File: config.mk
export PLATFORM = sky130hd
export DESIGN_NAME = dma_desc_fetcher
export DESIGN_NICKNAME = d
export VERILOG_FILES = /design/src/rtl/dma_desc_pkg.sv /design/src/rtl/dma_watchdog.sv /design/src/rtl/dma_desc_fetcher.sv
export SDC_FILE = /design/constraint.sdc
export NUM_CORES = 1
export LEC_CHECK = 0
export ABC_AREA = 1
export BUFFER_PORTS_ARGS = -buffer_cell sky130_fd_sc_hd__clkbuf_2
export CORE_MARGIN = 2
export CORE_UTILIZATION = 55
export CTS_BUF_LIST = sky130_fd_sc_hd__clkbuf_16
export CTS_CLUSTER_SIZE = 24
export DETAILED_ROUTE_END_ITERATION = 7
export HOLD_SLACK_MARGIN = 0.02
export PLACE_DENSITY = 0.84
export SLEW_MARGIN = 20
export SYNTH_ARGS = -nofsm -noshare
export SYNTH_HDL_FRONTEND = slang
export SYNTH_SLANG_ARGS = --single-unit
File: constraint.sdc
create_clock -name clk_i -period 3.6 [get_ports clk_i]
set_clock_uncertainty 0.2 [all_clocks]
set_input_delay 0.36 -clock clk_i [delete_from_list [all_inputs] [get_ports clk_i]]
set_output_delay 0.36 -clock clk_i [all_outputs]
set_load 0.02 [all_outputs]
File: src/rtl/dma_desc_pkg.sv
// Shared types and descriptor layout for the DMA descriptor fetcher.
package dma_desc_pkg;

  typedef enum logic [3:0] {
    ST_IDLE       = 4'd0,
    ST_FETCH_SRC  = 4'd1,
    ST_FETCH_DST  = 4'd2,
    ST_FETCH_CTRL = 4'd3,
    ST_CHECK      = 4'd4,
    ST_ISSUE      = 4'd5,
    ST_WAIT_DONE  = 4'd6,
    ST_NEXT       = 4'd7,
    ST_FINISH     = 4'd8
  } state_e;

  // Word offsets inside one descriptor and the distance between descriptors.
  localparam int OFS_SRC     = 0;
  localparam int OFS_DST     = 1;
  localparam int OFS_CTRL    = 2;
  localparam int DESC_STRIDE = 3;

  // Bit positions inside the ctrl word.
  localparam int CTRL_VALID = 0;
  localparam int CTRL_LAST  = 1;

endpackage

File: src/rtl/dma_watchdog.sv
// Cycle watchdog for the WAIT_DONE state: load clears, enable counts, expire flags
// the LIMIT-th enabled cycle. Only instantiated when DESC_TIMEOUT_EN is defined.
module dma_watchdog #(
  parameter int LIMIT = 64
) (
  input  logic clk_i,
  input  logic reset_i,
  input  logic load,
  input  logic enable,
  output logic expire
);

  localparam int CW = $clog2(LIMIT + 1);

  logic [CW-1:0] cnt;

  always_ff @(posedge clk_i or posedge reset_i) begin
    if (reset_i) begin
      cnt <= '0;
    end else if (load) begin
      cnt <= '0;
    end else if (enable && !expire) begin
      cnt <= cnt + 1'b1;
    end
  end

  assign expire = enable && (cnt == CW'(LIMIT - 1));

endmodule

File: src/rtl/dma_desc_fetcher.sv
// Walks a descriptor list in memory and feeds src/dst pairs to the DMA address generator.
// Optional build macro DESC_TIMEOUT_EN adds a watchdog on the generator's done pulse.
//
// Handshakes: mem_req_o/mem_addr_o stay asserted and stable until the cycle mem_rvalid_i
// is high (that cycle completes the read, rvalid may coincide with the first req cycle);
// ag_start_o is a single-cycle pulse and ag_done_i is only honoured in WAIT_DONE.
module dma_desc_fetcher
  import dma_desc_pkg::*;
#(
  parameter int ADDR_WIDTH     = 16,
  parameter int DATA_WIDTH     = 16,
  parameter int MAX_DESC       = 8,
  parameter int TIMEOUT_CYCLES = 64
) (
  input  logic                  clk_i,
  input  logic                  reset_i,
  input  logic                  start_i,
  input  logic [ADDR_WIDTH-1:0] base_addr_i,
  output logic                  mem_req_o,
  output logic [ADDR_WIDTH-1:0] mem_addr_o,
  input  logic                  mem_rvalid_i,
  input  logic [DATA_WIDTH-1:0] mem_rdata_i,
  output logic                  ag_start_o,
  output logic [ADDR_WIDTH-1:0] ag_src_o,
  output logic [ADDR_WIDTH-1:0] ag_dst_o,
  input  logic                  ag_done_i,
  output logic                  busy_o,
  output logic                  done_o,
  output logic                  err_o,
  output logic [3:0]            desc_count_o,
  output state_e                dbg_state
);

  // Index register is 4 bits wide; MAX_DESC must not exceed 16.
  localparam logic [3:0] LAST_IDX = 4'(MAX_DESC - 1);

  state_e                state, state_n;
  logic [3:0]            idx;
  logic [ADDR_WIDTH-1:0] desc_base;
  logic [ADDR_WIDTH-1:0] src_q, dst_q;
  logic                  ctrl_valid_q, ctrl_last_q;

  logic accept, cap_src, cap_dst, cap_ctrl, load_ag, set_err, inc_count, advance;
  logic wd_load, wd_enable, wd_expire;

`ifdef DESC_TIMEOUT_EN
  dma_watchdog #(
    .LIMIT (TIMEOUT_CYCLES)
  ) u_watchdog (
    .clk_i   (clk_i),
    .reset_i (reset_i),
    .load    (wd_load),
    .enable  (wd_enable),
    .expire  (wd_expire)
  );
`else
  assign wd_expire = 1'b0;
`endif

  always_ff @(posedge clk_i or posedge reset_i) begin
    if (reset_i) state <= ST_IDLE;
    else         state <= state_n;
  end

  always_comb begin
    state_n   = state;
    accept    = 1'b0;
    cap_src   = 1'b0;
    cap_dst   = 1'b0;
    cap_ctrl  = 1'b0;
    load_ag   = 1'b0;
    set_err   = 1'b0;
    inc_count = 1'b0;
    advance   = 1'b0;
    wd_load   = 1'b0;
    wd_enable = 1'b0;
    unique case (state)
      ST_IDLE: begin
        if (start_i) begin
          accept  = 1'b1;
          state_n = ST_FETCH_SRC;
        end
      end
      ST_FETCH_SRC: begin
        if (mem_rvalid_i) begin
          cap_src = 1'b1;
          state_n = ST_FETCH_DST;
        end
      end
      ST_FETCH_DST: begin
        if (mem_rvalid_i) begin
          cap_dst = 1'b1;
          state_n = ST_FETCH_CTRL;
        end
      end
      ST_FETCH_CTRL: begin
        if (mem_rvalid_i) begin
          cap_ctrl = 1'b1;
          state_n  = ST_CHECK;
        end
      end
      ST_CHECK: begin
        if (!ctrl_valid_q) begin
          set_err = 1'b1;
          state_n = ST_FINISH;
        end else begin
          load_ag = 1'b1;
          state_n = ST_ISSUE;
        end
      end
      ST_ISSUE: begin
        wd_load = 1'b1;
        state_n = ST_WAIT_DONE;
      end
      ST_WAIT_DONE: begin
        wd_enable = 1'b1;
        // A done pulse in the expiry cycle still counts as a normal completion.
        if (ag_done_i) begin
          state_n = ST_NEXT;
        end else if (wd_expire) begin
          set_err = 1'b1;
          state_n = ST_FINISH;
        end
      end
      ST_NEXT: begin
        inc_count = 1'b1;
        if (ctrl_last_q || (idx == LAST_IDX)) begin
          state_n = ST_FINISH;
        end else begin
          advance = 1'b1;
          state_n = ST_FETCH_SRC;
        end
      end
      ST_FINISH: state_n = ST_IDLE;
      default:   state_n = ST_IDLE;
    endcase
  end

  always_ff @(posedge clk_i or posedge reset_i) begin
    if (reset_i) begin
      idx          <= '0;
      desc_base    <= '0;
      src_q        <= '0;
      dst_q        <= '0;
      ctrl_valid_q <= 1'b0;
      ctrl_last_q  <= 1'b0;
      ag_src_o     <= '0;
      ag_dst_o     <= '0;
      err_o        <= 1'b0;
      desc_count_o <= '0;
    end else begin
      if (accept) begin
        idx          <= '0;
        desc_base    <= base_addr_i;
        err_o        <= 1'b0;
        desc_count_o <= '0;
      end
      if (cap_src)  src_q <= mem_rdata_i[ADDR_WIDTH-1:0];
      if (cap_dst)  dst_q <= mem_rdata_i[ADDR_WIDTH-1:0];
      if (cap_ctrl) begin
        ctrl_valid_q <= mem_rdata_i[CTRL_VALID];
        ctrl_last_q  <= mem_rdata_i[CTRL_LAST];
      end
      // Downstream addresses change only when a new descriptor is issued.
      if (load_ag) begin
        ag_src_o <= src_q;
        ag_dst_o <= dst_q;
      end
      if (set_err) err_o <= 1'b1;
      if (inc_count && (desc_count_o != 4'hF)) desc_count_o <= desc_count_o + 4'd1;
      if (advance) begin
        idx       <= idx + 4'd1;
        desc_base <= desc_base + ADDR_WIDTH'(DESC_STRIDE);
      end
    end
  end

  // Read address is the descriptor base plus the word offset; sums wrap at ADDR_WIDTH.
  always_comb begin
    mem_req_o  = 1'b0;
    mem_addr_o = '0;
    unique case (state)
      ST_FETCH_SRC: begin
        mem_req_o  = 1'b1;
        mem_addr_o = desc_base + ADDR_WIDTH'(OFS_SRC);
      end
      ST_FETCH_DST: begin
        mem_req_o  = 1'b1;
        mem_addr_o = desc_base + ADDR_WIDTH'(OFS_DST);
      end
      ST_FETCH_CTRL: begin
        mem_req_o  = 1'b1;
        mem_addr_o = desc_base + ADDR_WIDTH'(OFS_CTRL);
      end
      default: begin
        mem_req_o  = 1'b0;
        mem_addr_o = '0;
      end
    endcase
  end

  assign ag_start_o = (state == ST_ISSUE);
  assign done_o     = (state == ST_FINISH);
  assign busy_o     = (state != ST_IDLE);
  assign dbg_state  = state;

endmodule

== Word-level counts from Yosys, hierarchy flattened ==
Cells that the tools add are included.
W data, S select, Z words.

* Register bits after elaboration: 95
* Input port bits: 37
* Output and inout port bits: 61
* Logic and storage cells: 70

* Add/subtract/negate cells: 5
* Equal/unequal tests: 15
* Muxes and demuxes: 30
* Reduce and logical (&&, ||, !) cells: 9

{| class="wikitable"
|+ Operator list
! operator !! count
|-
| $pmux W16 S3 || 1
|-
| $mux W4 || 10
|-
| $add A16 B2 Y16 const B || 2
|-
| $mux W16 || 2
|-
| $pmux W4 S8 || 1
|-
| $eq A4 B3 Y1 const B || 5
|-
| $add A16 B1 Y16 const B || 1
|-
| $mux W1 || 16
|-
| $ne A2 B2 Y1 const B || 5
|-
| $add A4 B1 Y4 const B || 2
|-
| $eq A4 B2 Y1 const B || 2
|-
| $reduce_bool A2 Y1 || 3
|-
| $reduce_and A5 Y1 || 1
|-
| $eq A4 B1 Y1 const B || 1
|-
| $eq A4 B4 Y1 const B || 1
|-
| $logic_not A4 Y1 || 1
|-
| $ne A4 B4 Y1 const B || 1
|-
| $reduce_bool A4 Y1 || 1
|-
| $reduce_or A3 Y1 || 1
|-
| $logic_and A1 B1 Y1 || 1
|-
| $logic_or A1 B1 Y1 || 1
|}

== Depth between registers and ports, before layout ==
Gate-level depths: netlist (run 1).

* Depth after elaboration: 5
* Depth in mapped cells: 10
* Mapped depth without buffers: 10

== Worst setup path after synthesis (run 1) ==
OpenSTA, ideal clock, no wires.

* Path type: register to output
* Start point: register state[2], in the netlist dbg_state[2]
* End point: output port mem_addr_o[4]
* Arrival: 1.544 ns
* Data required time: 3.040 ns
* Setup slack: 1.496 ns
* Stages on the path, launching flop included: 7
* Path buffers: 1
* Path through: dfrtp_1 > nor2_4 > nand2_1 > inv_2 > buf_2 > nand2_1 > o221ai_1

* Word-level cells in the longest chain between the ends: 2
* Elaborated cells on any way between the ends: 4
* Those cells by class: 3 x eq/ne; 1 x mux

{| class="wikitable"
|+ RTL lines
! element !! RTL line !! source
|-
| start: declaration || dma_desc_fetcher.sv:37 || <nowiki>state_e state, state_n;</nowiki>
|-
| start signal: assignment || dma_desc_fetcher.sv:62 || <nowiki>else state <= state_n;</nowiki>
|-
| $eq A4 B2 Y1 or $eq A4 B1 Y1 (tied branches) || dma_desc_fetcher.sv:182 || <nowiki>unique case (state)</nowiki>
|-
| $pmux W16 S3 (*) || dma_desc_fetcher.sv:182 ||
|-
| end: declaration || dma_desc_fetcher.sv:20 || <nowiki>output logic [ADDR_WIDTH-1:0] mem_addr_o,</nowiki>
|}

Every way passes the cells marked *; elsewhere a longest branch is shown, timed or not.

== Final worst setup path (run 1) ==
* Start point: register desc_base[2]
* End point: output port mem_addr_o[7]

* Word-level cells in the longest chain between the ends: 2
* Elaborated cells on any way between the ends: 3
* Those cells by class: 2 x add/sub; 1 x mux

{| class="wikitable"
|+ RTL lines
! element !! RTL line !! source
|-
| start: declaration || dma_desc_fetcher.sv:39 || <nowiki>logic [ADDR_WIDTH-1:0] desc_base;</nowiki>
|-
| start signal: assignment || dma_desc_fetcher.sv:154 || <nowiki>desc_base <= base_addr_i;</nowiki>
|-
| start signal: assignment || dma_desc_fetcher.sv:173 || <nowiki>desc_base <= desc_base + ADDR_WIDTH'(DESC_STRIDE);</nowiki>
|-
| $add A16 B2 Y16 or $add A16 B1 Y16 (tied branches) || dma_desc_fetcher.sv:193, dma_desc_fetcher.sv:189 ||
|-
| $pmux W16 S3 (*) || dma_desc_fetcher.sv:182 ||
|}

Marks and branches as above.

==> flow_summary.toml, run 1 <==
[finish]
multi_input_area_sq_um = 2310
register_area_sq_um = 2380
fin_area_sq_um = 5880
syn_to_final_growth_pct = 16.6
fin_util_pct = 66.8
drive_gt1_share_pct = 17.4
n_antenna_cell = 0
fill_cells = 759
fin_cells = 884
nets = 815

[clock_tree]
postCtsResizedCells = 0
clock-root-buffer = "clkbuf_16"
htree_levels = 3
clock_latency_ps = 350
cts_tree = "yes"
cts_sinks = 95
clk_pin_slew_worst_paths_ps = 80
post_cts_buffers = 0
clockBufferDepth = 2
numCtsBuffers = 9

[worst_setup_path]
crit_chain = "ha_1, nand3_1, nor2_1, nand2_1, nand2_1, nand3_1, o211ai_1, clkbuf_2"
path_class = "flop to output pin"
cp_slowest_cell = "dfrtp_1"
worst-r2r-setup-slack_ps = 1110
required_ps = 3040
end_kind = "output pin"
arrival_ps = 2340
crit_path_max_incr_delay_ps = 550
crit_fanout = 11
worstSetupStartpointType = "flop"

[timing]
setup_tns_ps = 0
fin_hold_ws_ps = 44.7
worstMarginPinSlew_ps = 916
finalSetupViolCount = 0
hold_viol = 0
timing.final.ws_setup_ps = 704
period_share_pct = 80.5
final_max_slew_viol_count = 0
period_minus_slack_ps = 2900
max_clock_freq_mhz = 345
relSlewSlack_pct = 38.8
grt_setup_unrepaired = "false"

[detailed_routing]
antenna_left = 0
wl_microns = 12900
drc = 0
via_per_inst = 5.51
dr_total_vias = 4874
wl_per_cell_microns = 14.6
first_pass_iters = 8
drt-initial-drc-count = 381

[yosys]
yosysSeqAreaShare_pct = 47.1
syn_area_sq_um = 5040
synthXorXnorAreaFrac_pct = 1.39
yosys_warnings = 0
synth_fa_ha_area_share_pct = 1.74
synthMuxAreaShare_pct = 0
synth-seq-cells = 95
synth_top_family_by_area = "simple AND/OR/NAND/NOR gates"
syn_inst = 688
yosys.area_share.simple_pct = 32.0
synth_compound_area_share_pct = 10.7
syn-num-nets = 732
yosysUniqueCellTypes = 28
syn_avg_cell_area_sq_um = 7.33

[place]
place_worst_setup_slack_ps = 1140
dp.cells = 867
dp_hpwl_microns = 9050
port_buffers = 97
gp_congestion = 0.933
place_area_sq_um = 5550

[floorplan]
rows = 34
io_pins = 98
die-area_sq_um = 9950
core_sq_um = 8810
die_w_microns = 99.8
fp.dieH_microns = 99.8
start_util_pct = 57.3

[power]
total_power_mw = 5.10
p_sw_share_pct = 46.9
pwr-share-clk_pct = 19.3
combPwrFrac_pct = 42.3
p_leak_nw = 3.09
irDropWorstVdd_mv = 0.370
power_density_nw_per_um2 = 868
pwr-share-seq_pct = 38.4
switchingPower_mw = 2.39
power.internal_mw = 2.71

[global_route]
gr-usage-all-layers_pct = 27.5
grt_max_degree = 53
grt_remaining_overflow = 0
grt_antenna_before_repair = 0
first_global_vias = 4689
grt_pass1_wl_microns = 21900

[run]
cap_violations = 0

[min_path]
holdCritPathClass = "primary input to flop"

[status]
status = "completed"
-- state kept, by name (all words and copies together), names as in the netlist --
register,flops
src_q,16
dbg_state,4
err_o,1
dst_q,16
desc_base,16
ag_dst_o,16
ag_src_o,16
idx,4
ctrl_valid_q,1
desc_count_o,4
ctrl_last_q,1
-- power groups by stage --
stage / combinational, mW / sequential, mW / clock (mW)
global placement: 2.07 / 1.94 / 0
CTS: 2.15 / 1.95 / 0.994
global route: 2.41 / 2.02 / 1.04
floorplan: 1.43 / 1.99 / 0
finish: 2.16 / 1.96 / 0.984
detailed placement: 2.14 / 1.95 / 0
-- cell usage in the layout, fill, tap and decap left out, types with 9 or more instances in the layout --
cell type and n:
o211ai_1 9, a21oi_1 12, dfrtp_1 95, inv_1 48, clkbuf_2 97, nand3_1 54
nand2_1 264, nor2_1 52, o21ai_0 66, clkbuf_16 9, o21ai_1 10
-- final timing paths --
check / start / to / cells after the start
hold / removal: base_addr_i[1] / desc_base[1]$_DFFE_PP0P_ / 3
max in group asynchronous: reset_i / ag_dst_o[1]$_DFFE_PP0P_ / 4
min in group asynchronous: reset_i / ag_src_o[15]$_DFFE_PP0P_ / 3
hold reg to reg: src_q[0]$_DFFE_PP0P_ / ag_src_o[0]$_DFFE_PP0P_ / 2
setup reg to reg: dbg_state[3]$_DFFE_PP0P_ / dst_q[4]$_DFFE_PP0P_ / 5
setup / recovery: desc_base[2]$_DFFE_PP0P_ / mem_addr_o[7] / 8
-- Yosys cell counts (all sizes together) --
cell | n | area share [%]
a21oi | 12 | 1.2
buf | 20 | 2.1
clkbuf | 8 | 0.65
clkinv | 2 | 0.15
dfrtp | 95 | 47
ha | 7 | 1.7
inv | 56 | 4.2
nand2 | 266 | 20
nand3 | 54 | 5.4
nand4 | 7 | 0.87
nor2 | 61 | 5.5
nor3 | 1 | 0.099
o211ai | 9 | 1.3
o21ai | 76 | 7.5
o21bai | 2 | 0.30
o221ai | 1 | 0.17
o22ai | 1 | 0.12
or2 | 2 | 0.25
xnor2 | 1 | 0.17
xor2 | 7 | 1.2
-- repair_timing --
action | 4_1_cts | 5_1_grt
endpoints found under the setup margin | 0 | 0
hold endpoints to repair | 43 | 0
hold buffers | 1 | 0
-- worst max-delay path: cells and delay by family (launching register included) --
kind,cells,cell delay [ps]
AOI/OAI and AO/OA,1,170
adders and majority gates,1,280
buffers and inverters,1,230
DFF,1,550
and+or+nand+nor,5,760
-- cell type report --
| cell class | instances | area share [%] |
|---|---|---|
| Clock buffer | 9 | 3.83 |
| Clock inverter | 7 | 1.55 |
| Inverter | 58 | 3.72 |
| Multi-Input combinational cell | 507 | 39.3 |
| Sequential cell | 95 | 40.4 |
| Tap cell | 108 | 2.30 |
| Timing Repair Buffer | 100 | 8.90 |
-- cells by family (layout without fill, tap and decap cells) --
family,after synthesis,after routing
fa+ha+maj,7,7
buf+inv,86,174
flops,95,95
xor+xnor,8,8
compound gates,101,101
simple gates,391,391
-- per-layer routing --
metal	wire length, microns	part of all wire (%)	vias up	GRT usage, %
met5	0	0	-	0
met4	195	1.5	0	9.17
met3	1080	8.3	22	5.55
met2	6040	47	218	43.2
met1	5620	43	2272	38.5
li1	-	-	2362	-
Note: power is estimated with default switching activity, not from simulation.
==> inputs of run 2 (changes only) <==
CORE_UTILIZATION = 50   (was 55)
PLACE_DENSITY = 0.8   (was 0.84)
clock period = 2.6 ns   (was 3.6 ns; I/O delays follow)
==> run 2 against run 1 <==
Against the previous run:
- cell count up 7.0%
- power up 44%
- flip-flop and latch count unchanged
- critical path depth down 1
- sequential share of layout area down 2.5 points
- critical path type unchanged
- critical endpoint is now mem_addr_o[14]
==> flow_summary.toml, run 2 (synthesis gave the netlist of run 1 again) <==
[status]
status = "completed"

[worst_setup_path]
worstRegToRegCells = 8
crit_path_max_incr_delay_ps = 480
cp_slowest_cell = "dfrtp_1"
crit_fanout = 7
path_class = "flop to output pin"
r2r-end = "desc_base[10]$_DFFE_PP0P_"
worstSetupStartpointType = "flop"
end_kind = "output pin"
required_ps = 2140
rr_startpoint = "idx[0]$_DFFE_PP0P_"
worst-r2r-setup-slack_ps = 490
crit_chain = "nand2_1, nor2_2, nand2_1, o21ai_0, nand3_1, nand3_1, clkbuf_2"
arrival_ps = 1990

[place]
dp_hpwl_microns = 9680
gp_congestion = 0.930
port_buffers = 97

[floorplan]
die-area_sq_um = 10900
rows = 36
io_pins = 98
start_util_pct = 51.6
fp.dieH_microns = 104
core_sq_um = 9770
die_w_microns = 104

[timing]
fin_hold_ws_ps = 18.6
hold_viol = 0
finalSetupViolCount = 0
period_minus_slack_ps = 2450
worstMarginPinSlew_ps = 653
relSlewSlack_pct = 56.4
max_clock_freq_mhz = 408
grt_setup_unrepaired = "false"
period_share_pct = 94.3
setup_tns_ps = 0
final_max_slew_viol_count = 0

[min_path]
holdPathStages = 3
whs_endpoint = "desc_base[3]$_DFFE_PP0P_"
holdCritPathClass = "primary input to flop"
hp-start = "base_addr_i[3]"

[clock_tree]
cts_sinks = 95
clockBufferDepth = 2
cts_tree = "yes"
numCtsBuffers = 9
clock_latency_ps = 350
clock-root-buffer = "clkbuf_16"
clk_pin_slew_worst_paths_ps = 70
htree_levels = 3

[detailed_routing]
drc = 0
first_pass_iters = 5
wl_microns = 13900
antenna_left = 0
wl_per_cell_microns = 14.7
drt-initial-drc-count = 376
via_per_inst = 5.28
dr_total_vias = 4993

[finish]
drive_gt1_share_pct = 20.2
fill_cells = 872
final_cell_mix = "264 x nand2_1, 96 x clkbuf_2, 90 x dfrtp_1"
syn_to_final_growth_pct = 24.7
n_antenna_cell = 0
layout_commonest_cell = "nand2_1"
nets = 852

[global_route]
gr-usage-all-layers_pct = 26.5
grt_max_degree = 35
grt_remaining_overflow = 0
grt_antenna_before_repair = 0
grt_pass1_wl_microns = 23300
first_global_vias = 4847

[power]
p_leak_nw = 3.25
irDropWorstVdd_mv = 0.678
power_density_nw_per_um2 = 1170

[run]
cap_violations = 0
[run 2: where the power goes]
group	total [mW]	switching, mW	internal [mW]
registers	2.68	0.575	2.10
clock network	1.41	0.631	0.776
logic	3.24	2.14	1.10
total	7.33	3.35	3.98
[run 2: worst max-delay path by stage]
stage	end	from	depth (start not counted)
2_1_floorplan	mem_addr_o[4]	dbg_state[2]$_DFFE_PP0P_	6
3_3_place_gp	mem_addr_o[15]	desc_base[2]$_DFFE_PP0P_	9
3_5_place_dp	mem_addr_o[5]	desc_base[2]$_DFFE_PP0P_	8
4_1_cts	mem_addr_o[5]	desc_base[2]$_DFFE_PP0P_	8
5_1_grt	mem_addr_o[14]	desc_base[4]$_DFFE_PP0P_	7
6_report	mem_addr_o[14]	desc_base[8]$_DFFE_PP0P_	7
[run 2: critical path: cells and delay by family, from the launching register on]
kind | cells | cell delay, ps
AND/OR/NAND/NOR | 5 | 830
buffers and inverters | 1 | 190
flip-flops | 1 | 480
AO/OA/AOI/OAI | 1 | 150
[run 2: per-layer routing]
layer / global-route usage [%] / share of wire [%] / vias to the layer above
li1: - / - / 2432
met1: 34.7 / 44 / 2342
met2: 43.0 / 47 / 196
met3: 7.08 / 6.9 / 23
met4: 8.40 / 1.8 / 0
met5: 0 / 0 / -
[run 2: stage by stage]
stage | std cells | area, sq um | total power [mW] | utilization, % | setup slack, ps
floorplan | 688 | 5050 | 4.73 | - | 596
global placement | 904 | 5680 | 5.69 | 58.1 | 370
detailed placement | 904 | 5680 | 5.78 | 58.1 | 328
CTS | 941 | 6220 | 7.26 | 63.6 | 38.3
global route | 946 | 6290 | 7.86 | 64.3 | 4.68
finish | 946 | 6290 | 7.33 | 64.3 | 148
[run 2: area by class of cell]
cell class | count | area (sq um) | share of cell area, %
clock buffers | 9 | 225 | 3.58
clock inverters | 7 | 100 | 1.59
inverters | 58 | 226 | 3.60
multi-input cells | 507 | 2330 | 37.1
flip-flops and latches | 95 | 2380 | 37.9
well taps | 133 | 166 | 2.65
repair buffers | 137 | 853 | 13.6
[run 2: what timing repair did]
| action | in CTS | in global routing |
|---|---|---|
| pin swaps | 0 | 2 |
| hold buffers | 21 | 0 |
| endpoints found under the setup margin | 5 | 10 |
| gates resized for setup | 3 | 14 |
| setup buffers | 0 | 5 |
| hold endpoints to repair | 83 | 0 |
==> inputs of run 3 (changes only) <==
ABC_AREA = 0   (was 1)
CORE_UTILIZATION = 45   (was 50)
GPL_ROUTABILITY_DRIVEN = 1   (was not set)
PLACE_DENSITY = 0.74   (was 0.8)
==> run 3 against run 2 <==
Against the previous run:
- first-iteration DRC count fell by 50%
- synthesized cell count fell by 35%
- area after synthesis fell by 2.3%
- fmax fell by 3.8%
- largest power group unchanged
- non-clock buffer count rose by 30
- sequential power rose by 3%
- routed wire length fell by 2.8%
- largest cell class is now multi-input combinational cells
- critical endpoint is now mem_addr_o[9]
- worst hold slack improved by 31 ps
- core utilization fell by 4.2 points
- setup slack got worse by 98 ps
- die area rose by 8.2%
- via count fell by 17%
==> flow_summary.toml, run 3 <==
[global_route]
grt_pass1_wl_microns = 22000
grt_antenna_before_repair = 0
grt_remaining_overflow = 0
first_global_vias = 4360
grt_max_degree = 45
gr-usage-all-layers_pct = 24.1

[yosys]
synthTopCellsByCount = "95 x dfrtp_1, 67 x mux2_2, 28 x nand2_1"
synth_most_common_cell = "dfrtp_1"
synth-seq-cells = 95
synth_area_leader_cell = "dfrtp_1"
synthMuxAreaShare_pct = 17.7
synthArstFlopShare_pct = 100
yosysUniqueCellTypes = 62
syn-num-nets = 489
synth_fa_ha_area_share_pct = 1.78
synth_area_leaders = "dfrtp_1 48%, mux2_2 15%, nand2_1 2.1%"
synthXorXnorAreaFrac_pct = 0.711
synth_top_area_share_pct = 48.3
yosys_warnings = 0
yosysSeqAreaShare_pct = 48.3
syn_avg_cell_area_sq_um = 11.1
yosys.area_share.simple_pct = 14.2
synth_compound_area_share_pct = 13.3
syn_area_sq_um = 4920
synth_top_family_by_area = "multiplexers"
synth-main-ff-cell = "dfrtp_1"
synth-edff-count = 0
syn_inst = 445

[finish]
nets = 633
syn_to_final_growth_pct = 31.1
fill_cells = 896
n_antenna_cell = 0
final_cell_mix = "90 x clkbuf_2, 87 x dfrtp_1, 67 x mux2_2"
drive_gt1_share_pct = 42.7
layout_commonest_cell = "clkbuf_2"

[status]
status = "completed"

[floorplan]
die_w_microns = 109
rows = 38
core_sq_um = 10700
start_util_pct = 45.8
fp.dieH_microns = 109
die-area_sq_um = 11800
io_pins = 98

[worst_setup_path]
worstSetupStartpointType = "flop"
cp.buffers_inverters = 1
crit_fanout = 8
end_kind = "output pin"
path_class = "flop to output pin"
cp_slowest_cell = "or4b_4"
required_ps = 2140
crit_chain = "or4b_4, a41o_1, a21oi_2, o22a_1, buf_4"
path_delay_family = "simple AND/OR/NAND/NOR gates"
arrival_ps = 2090
crit_path_max_incr_delay_ps = 620

[timing]
final_max_slew_viol_count = 0
max_clock_freq_mhz = 392
worstMarginPinSlew_ps = 813
period_share_pct = 98.1
finalSetupViolCount = 0
setup_tns_ps = 0
hold_viol = 0
relSlewSlack_pct = 45.7
period_minus_slack_ps = 2550
fin_hold_ws_ps = 49.3

[power]
irDropWorstVdd_mv = 0.878
p_leak_nw = 3.01
switchingPower_mw = 3.57
power_density_nw_per_um2 = 1280
pwr-share-clk_pct = 15.3
p_sw_share_pct = 43.2
power.internal_mw = 4.70
pwr-share-seq_pct = 33.3
combPwrFrac_pct = 51.5

[detailed_routing]
dr_total_vias = 4166
wl_per_cell_microns = 18.4
wl_microns = 13500
via_per_inst = 5.68
drc = 0
drt-initial-drc-count = 189
antenna_left = 0
first_pass_iters = 5

[run]
cap_violations = 0

[clock_tree]
cts_sinks = 95
htree_levels = 3
clockBufferDepth = 2
clock-root-buffer = "clkbuf_16"
numCtsBuffers = 9
clk_pin_slew_worst_paths_ps = 70
cts_tree = "yes"
clock_latency_ps = 340

[min_path]
holdCritPathClass = "primary input to flop"

[place]
gp_congestion = 0.937
dp_hpwl_microns = 9300
port_buffers = 97
-- run 3: power by group through the flow --
| stage | sequential, mW | combinational [mW] | clock (mW) |
|---|---|---|---|
| floorplan | 2.82 | 2.46 | 0 |
| global placement | 2.71 | 3.79 | 0 |
| detailed placement | 2.77 | 3.89 | 0 |
| CTS | 2.74 | 4.04 | 1.29 |
| global route | 2.84 | 4.60 | 1.35 |
| finish | 2.75 | 4.25 | 1.26 |
-- run 3: metal layers --
layer | global-route usage [%] | vias to the layer above | wire, microns
met5 | 0 | - | 0
met4 | 9.43 | 0 | 296
met3 | 5.50 | 23 | 725
met2 | 42.1 | 136 | 6840
met1 | 29.0 | 2042 | 5650
li1 | - | 1965 | -
-- run 3: final timing paths --
kind / start / endpoint / slack (ps) / depth (start not counted)
hold reg to reg: idx[2]$_DFFE_PP0P_ / idx[2]$_DFFE_PP0P_ / 300 / 1
hold / removal: ag_done_i / dbg_state[2]$_DFFE_PP0P_ / 50 / 4
setup reg to reg: dbg_state[3]$_DFFE_PP0P_ / desc_count_o[0]$_DFFE_PP0P_ / 250 / 8
max in group asynchronous: reset_i / src_q[10]$_DFFE_PP0P_ / 1110 / 4
min in group asynchronous: reset_i / desc_base[6]$_DFFE_PP0P_ / 400 / 3
setup / recovery: dbg_state[2]$_DFFE_PP0P_ / mem_addr_o[9] / 50 / 5
-- run 3: what timing repair did --
action | CTS | global route
endpoints found under the hold margin | 76 | 0
pin swaps | 0 | 4
hold buffers | 30 | 0
gates resized for setup | 13 | 25
endpoints found under the setup margin | 15 | 12
setup buffers | 4 | 8
-- run 3: cell families after synthesis --
family                     after synthesis
and+or+nand+nor                        123
muxes                                   78
AOI/OAI and AO/OA                       93
buffers and inverters                   45
xor gates and xnor gates                 4
DFF                                     95
adders and majority gates                7
-- run 3: final cells by class --
cell class	count	area (sq um)	share of cell area (%)
multi-input combinational	305	2420	37.5
sequential	95	2390	37.0
timing repair buffer	167	1160	17.9
clock buffer	9	225	3.49
tap	140	175	2.71
clock inverter	6	48.8	0.756
inverter	11	45.0	0.698
-- run 3: per-stage QoR --
step / std cells / utilization [%] / power, mW / instance area, sq um / worst slack (ps)
2_1_floorplan: 445 / - / 5.28 / 4930 / 76.9
3_3_place_gp: 676 / 53.0 / 6.50 / 5690 / 273
3_5_place_dp: 676 / 53.0 / 6.66 / 5690 / 237
4_1_cts: 725 / 58.9 / 8.06 / 6330 / 1.81
5_1_grt: 733 / 60.1 / 8.78 / 6460 / -43.7
6_report: 733 / 60.1 / 8.27 / 6460 / 50.4
-- run 3: worst register-to-register path: stages, from the launching register on --
cell,delay (ps)
dfrtp_2,440
buf_4,170
buf_4,170
nor4_1,340
buf_4,210
and2_0,130
buf_4,220
nor2_1,90
mux2_2,270
